<file path="config.mk">
export PLATFORM = sky130hd
export DESIGN_NAME = cla_add_32
export DESIGN_NICKNAME = d
export VERILOG_FILES = /design/src/rtl/cla_add_32_pkg.sv /design/src/rtl/cla4_cell.sv /design/src/rtl/cla_add_32.sv
export SDC_FILE = /design/constraint.sdc
export NUM_CORES = 1
export LEC_CHECK = 0
export CAP_MARGIN = 20
export CORE_ASPECT_RATIO = 1.75
export CORE_UTILIZATION = 30
export DETAILED_ROUTE_END_ITERATION = 8
export PLACE_DENSITY = 0.67
export SLEW_MARGIN = 20
export SYNTH_ARGS = -nofsm -noshare
export SYNTH_HDL_FRONTEND = slang
export SYNTH_HIERARCHICAL = 1
export SYNTH_SLANG_ARGS = --single-unit
</file>
<file path="constraint.sdc">
create_clock -name vclk -period 3.8
set_input_delay 0.76 -clock vclk [all_inputs]
set_output_delay 0.76 -clock vclk [all_outputs]
set_load 0.03 [all_outputs]
</file>
<file path="src/rtl/cla_add_32_pkg.sv">
// rtl/cla_add_32_pkg.sv - shared width and 4-way lookahead function for the CLA adder
//
// Contents:
//   WORD_W      datapath width of the ALU adder (32)
//   la4_t       result of one 4-way lookahead: carries into each slot, group G, group P
//   la4()       sum-of-products lookahead over four generate/propagate pairs
package cla_add_32_pkg;

  localparam int WORD_W = 32;

  typedef struct packed {
    logic [3:0] c;   // c[0] is the incoming carry, c[3:1] are derived
    logic       gg;  // group generate, independent of the incoming carry
    logic       pp;  // group propagate
  } la4_t;

  // Every carry is written out as a flat sum of products, so no carry waits
  // on the carry of a lower slot. Used both inside the 4-bit cells (bit
  // level) and in the second lookahead level (cell level).
  function automatic la4_t la4(input logic [3:0] g, input logic [3:0] p, input logic cin);
    la4_t r;
    r.c[0] = cin;
    r.c[1] = g[0] | (p[0] & cin);
    r.c[2] = g[1] | (p[1] & g[0]) | (p[1] & p[0] & cin);
    r.c[3] = g[2] | (p[2] & g[1]) | (p[2] & p[1] & g[0]) | (p[2] & p[1] & p[0] & cin);
    r.gg   = g[3] | (p[3] & g[2]) | (p[3] & p[2] & g[1]) | (p[3] & p[2] & p[1] & g[0]);
    r.pp   = &p;
    return r;
  endfunction

endpackage

</file>
<file path="src/rtl/cla4_cell.sv">
// rtl/cla4_cell.sv - 4-bit first-level carry-lookahead cell
//
// Ports:
//   a, b   in  4  operand nibbles
//   ci     in  1  carry into bit 0 of the cell (from the second lookahead level)
//   s      out 4  sum nibble
//   gg     out 1  cell generate G4
//   pp     out 1  cell propagate P4
module cla4_cell
  import cla_add_32_pkg::*;
(
  input  logic [3:0] a,
  input  logic [3:0] b,
  input  logic       ci,
  output logic [3:0] s,
  output logic       gg,
  output logic       pp
);

  logic [3:0] gb;
  logic [3:0] pb;
  la4_t       la;

  always_comb begin
    gb = a & b;
    pb = a ^ b;
    la = la4(gb, pb, ci);
    s  = pb ^ la.c;
    gg = la.gg;
    pp = la.pp;
  end

endmodule

</file>
<file path="src/rtl/cla_add_32.sv">
// rtl/cla_add_32.sv - 32-bit two-level carry-lookahead adder for the Beta ALU
//
// Ports:
//   clock    in  1   ALU clock, present for interface uniformity only
//   reset_n  in  1   async active-low reset, has no effect on outputs
//   a, b     in  32  operands
//   ci       in  1   carry into bit 0
//   s        out 32  (a + b + ci) mod 2^32
//   g        out 1   block generate over bits 31:0
//   p        out 1   block propagate, &(a ^ b)
// Carry-out is formed by the consumer as g | (p & ci).
module cla_add_32
  import cla_add_32_pkg::*;
(
  input  logic              clock,
  input  logic              reset_n,
  input  logic [WORD_W-1:0] a,
  input  logic [WORD_W-1:0] b,
  input  logic              ci,
  output logic [WORD_W-1:0] s,
  output logic              g,
  output logic              p
);

  // The datapath is purely combinational; clock and reset are tied off here.
  logic unused_ok;
  assign unused_ok = &{1'b0, clock, reset_n};

  logic [7:0] cell_g;
  logic [7:0] cell_p;
  logic [7:0] cell_c;
  logic       c16;
  la4_t       lo;
  la4_t       hi;

  // Second level: one lookahead unit per 16-bit half. The upper half takes
  // c16 from the lower half's G16/P16 directly, so the two halves do not
  // chain through their internal carries.
  always_comb begin
    lo     = la4(cell_g[3:0], cell_p[3:0], ci);
    c16    = lo.gg | (lo.pp & ci);
    hi     = la4(cell_g[7:4], cell_p[7:4], c16);
    cell_c = {hi.c, lo.c};
    g      = hi.gg | (hi.pp & lo.gg);
    p      = hi.pp & lo.pp;
  end

  for (genvar k = 0; k < 8; k++) begin : g_cell
    cla4_cell u_cell (
      .a  (a[4*k +: 4]),
      .b  (b[4*k +: 4]),
      .ci (cell_c[k]),
      .s  (s[4*k +: 4]),
      .gg (cell_g[k]),
      .pp (cell_p[k])
    );
  end

endmodule

</file>
Word-level counts from Yosys, hierarchy flattened. Cells that the tools add are included. Widths: inputs -> output; s select.

$add $sub $neg: 0. $lt $le $gt $ge: 0. Shifts and indexed selects: 0. Equality and inequality tests: 0. Muxes and demuxes: 0. Div/mod/pow operators: 0. Bitwise gates (word level): 259. $mul: 0. Reductions and logical operators: 10.

Operators by type and width (count): $and 1x1->1 (143); $or 1x1->1 (92); $xor 4x4->4 (16); $and 4x4->4 (8); $reduce_and 16->1 (2); $reduce_and 4->1 (8).

Latch bits: 0. Memories: 0. ROM bits: 0. Word-level logic and storage cells: 269. Register bits: 0. Bits in writable memories: 0. Input port bits: 67. Output and inout port bits: 34.

Depth between registers and ports, before layout.
Depth in word-level cells: 15. Mapped depth: 11. Gate-level depth less buffers: 11.

By module. The synthesis kept the hierarchy.

Modules (own cells, without submodules): cla4_cell (cells an instance 22, seq. area each 0.0 um^2, area each 182.7 um^2, times used 8); cla_add_32 (cells an instance 29, seq. area each 0.0 um^2, area each 182.7 um^2, times used 1).

Worst setup path before layout. Ideal clock, no wire load.

Path kind: in2out. Start point: input a[2]. End point: output s[19]. Setup slack: 0.176 ns. Required time: 3.040 ns. Data arrival time: 2.864 ns. Path buffers: 0. Stages: 11. Cell sequence: ha_1 a21oi_1 nand2_1 a21o_1 a21o_1 a21oi_2 inv_2 a31o_2 nand4_1 nand3_1 xor2_1.

Longest elaborated chain between the ends: 11.

Ends and longest elaborated chain: start: declaration (line cla_add_32.sv:17) `input logic [WORD_W-1:0] a,`; $and 4x4->4 or $xor 4x4->4 (tied branches) (line cla4_cell.sv:25, cla4_cell.sv:26); $and 1x1->1 (line cla_add_32_pkg.sv:26) `r.gg = g[3] | (p[3] & g[2]) | (p[3] & p[2] & g[1]) | (p[3] & p[2] & p[1] & g[0]);`; $or 1x1->1 or $and 1x1->1 (tied branches) (2 in series) (line cla_add_32_pkg.sv:26); $or 1x1->1 * (line cla_add_32_pkg.sv:26); named net cell_g[0] (line cla_add_32.sv:29) `logic [7:0] cell_g;`; $and 1x1->1 * (line cla_add_32_pkg.sv:26); $or 1x1->1 * (line cla_add_32_pkg.sv:26); $or 1x1->1 * (line cla_add_32.sv:41) `c16 = lo.gg | (lo.pp & ci);`; named net c16 (line cla_add_32.sv:32) `logic c16;`; $and 1x1->1 * (line cla_add_32_pkg.sv:25) `r.c[3] = g[2] | (p[2] & g[1]) | (p[2] & p[1] & g[0]) | (p[2] & p[1] & p[0] & cin);`; $or 1x1->1 * (line cla_add_32_pkg.sv:25); $xor 4x4->4 * (line cla4_cell.sv:28) `s = pb ^ la.c;`; end: declaration (line cla_add_32.sv:20) `output logic [WORD_W-1:0] s,`.

Mark *: on every way through the listed nets, which the timed path passes. The rest lies on a longest branch.

Worst setup path in the final report.
Start point: input a[14]. End point: output s[28].

Longest elaborated chain between the ends: 12.

Ends and longest elaborated chain: $and 4x4->4 or $xor 4x4->4 (tied branches) (line cla4_cell.sv:25, cla4_cell.sv:26); $and 1x1->1 (line cla_add_32_pkg.sv:26); $or 1x1->1 or $and 1x1->1 (tied branches) (2 in series) (line cla_add_32_pkg.sv:26); $or 1x1->1 * (line cla_add_32_pkg.sv:26); named net cell_g[3] (line cla_add_32.sv:29); $or 1x1->1 * (3 in series) (line cla_add_32_pkg.sv:26); $or 1x1->1 * (line cla_add_32.sv:41); $and 1x1->1 * (line cla_add_32_pkg.sv:25); $or 1x1->1 * (line cla_add_32_pkg.sv:25); named net cell_c[7] (line cla_add_32.sv:31) `logic [7:0] cell_c;`; $xor 4x4->4 * (line cla4_cell.sv:28).

Marks and branches as above.

==> results.txt <==
Yosys top cell by area: ha_1
GP Congestion: 0.745
DRC: 5
violated checks: DRC
Power Density: 219 nW/µm²
clk_buf instances: 0
FF+latch count: 0
Cells after Synth: 205
Post-Syn Area: 1640 µm²
Initial Utilization: 31.3%
Vias: 2063
worst path arrival time: 3.00 ns
Die H: 99.9 µm
number of global-route vias before repair: 2056
Syn Nets: 320
CP Capture Type: output pin
initial DRC count: 33
Slew HR: 78.9%
final hold slack: 2.02 ns
Cell Rows: 35
n_diodes: 0
drt wl/cell: 13.4 µm
status: complete, but fails checks
Core Area: 5260 µm²
DIE WIDTH: 58.0 µm
Area Overhead vs Synth: 114%
Slew Limit Fails: 0
drt total wl: 5.54 mm
min Tclk post-route: 3.76 ns
CP Capture Point: s[28]
port bufs: 99
count of final hold-check violations: 0
largest net degree at the start of global routing: 9
Max Freq: 266 MHz
GRT Residual Overflow: 0
top cells by area, synth: ha_1 30%, fa_1 9.7%, a21o_1 9.1%, xnor2_1 8.5%, inv_1 7.8%
register area share after synthesis: 0%
Worst Setup SP: a[14]
Post-DRT Antenna Nets: 0
Fillers: 432
post-route clock period utilization: 99.0%
share of the synthesized area in the top cell type: 30.4%
HPWL after DPL: 4.23 mm
fraction of layout cells with a size suffix above 1: 44.3%
crit path launch type: primary input
Max VDD drop: 0.138 mV
synth unique cells: 24
initial antenna violation count: 0
die area: 5790 µm²
Max-Cap Viols: 0
hold buffers post-CTS: 0
Final Util: 67.0%
LEAKAGE: 0.00188 µW
Nets: 474
Final setup viols: 0
Setup CP Type: in -> out
first-pass GRT wire length: 8.38 mm
Avg Cell Area, Syn: 8.02 µm²
Reg area: 0 µm²
vias per cell: 5.01
worst hold path class: in -> out
maximum fanout along the worst path: 5
Inst Count DP: 398
YS warnings: 6
Final Non-Filler Cells: 412
DR pass1 iterations: 8
slew at the pin with the worst max-slew slack: 0.315 ns
total track usage: 17.5%
I/O pin count: 101
WP data required: 3.04 ns
[worst min path at each step]
| stage | cells past startpoint | start | to | slack (ns) |
|---|---|---|---|---|
| finish | 4 | b[15] | s[15] | 2.02 |
| global route | 4 | b[11] | s[11] | 2.05 |
| CTS | 4 | b[18] | s[18] | 2.15 |
| detailed placement | 4 | b[15] | s[15] | 2.38 |
| global placement | 4 | b[23] | s[23] | 2.37 |
| floorplan | 3 | ci | s[0] | 1.83 |
[synth_stat cells (2+ instances only)]
cell type and number:
a21o_1 20, a21oi_1 10, a21oi_2 9, and4_2 9
fa_1 8, ha_1 40, inv_1 34, nand2_1 10
nand3_1 18, nand4_1 10, o21ai_0 2, xnor2_1 16
xor2_1 8
[stage by stage]
step / power, µW / setup WS (ns) / instance area (µm²) / TNS (ns)
2_1_floorplan: 374 / 0.176 / 1640 / 0
3_3_place_gp: 658 / -0.330 / 2920 / -4.93
3_5_place_dp: 666 / -0.357 / 2920 / -5.37
4_1_cts: 733 / -0.0494 / 3270 / -0.133
5_1_grt: 826 / -0.0172 / 3520 / -0.0260
6_report: 773 / 0.0386 / 3520 / 0
[layout by cell type, fill, tap and decap left out, drive strengths merged, types with 3 or more instances in the layout]
cell / Yosys / layout
nand4: 10 / 10
nand2: 10 / 10
ha: 40 / 40
xnor2: 16 / 16
o21ai: 3 / 3
clkdlybuf4s50: 0 / 19
fa: 8 / 8
clkdlybuf4s15: 0 / 7
a21oi: 19 / 19
and4: 9 / 9
clkbuf: 1 / 3
a21o: 20 / 20
xor2: 8 / 8
nand3: 18 / 18
dlymetal6s2s: 0 / 22
inv: 35 / 35
buf: 1 / 84
dlygate4sd2: 0 / 19
[critical path, stage by stage]
cell	delay (ns)
dlygate4sd2_1	0.26
ha_4	0.27
a21oi_4	0.13
nand2_1	0.07
a21o_1	0.19
a21o_4	0.22
a221oi_4	0.29
o21ai_4	0.11
inv_2	0.07
fa_2	0.44
inv_2	0.07
buf_6	0.12
[kinds of logic (layout without fill, tap and decap cells)]
group	Yosys count	count (layout)	synth area share, %
AND/OR/NAND/NOR	49	49	17.7
AO/OA/AOI/OAI	47	47	20.4
adder cells (fa/ha/maj)	48	48	40.2
XOR/XNOR	24	24	12.8
buffers and inverters	37	189	8.98
[report_power, final]
part | leakage, µW | switching, µW | internal, µW
Clock | 0 | 0 | 0
Sequential | 0 | 0 | 0
Combinational | 0.00188 | 400 | 373
[per-layer routing]
metal / global-route usage (%) / share of wire (%) / wire, µm / vias to the layer above
li1: - / - / - / 1037
met1: 17.0 / 33 / 1830 / 954
met2: 39.4 / 60 / 3350 / 68
met3: 1.29 / 5.4 / 300 / 4
met4: 0 / 1.1 / 61 / 0
met5: 0 / 0 / 0 / -
[area by class of cell]
| class | count | area (µm²) | share of cell area (%) |
|---|---|---|---|
| Inverter | 35 | 131 | 3.73 |
| Tap cell | 55 | 68.8 | 1.95 |
| Timing Repair Buffer | 154 | 1370 | 38.9 |
| Multi-Input combinational cell | 168 | 1950 | 55.4 |
[what timing repair did]
action	CTS	global route
endpoints found under the hold margin	0	0
setup buffers	8	6
resized for setup	80	63
setup endpoints to repair	25	21
pin swaps	30	34
cloned	0	0
Power figures use the tool's default switching activity.
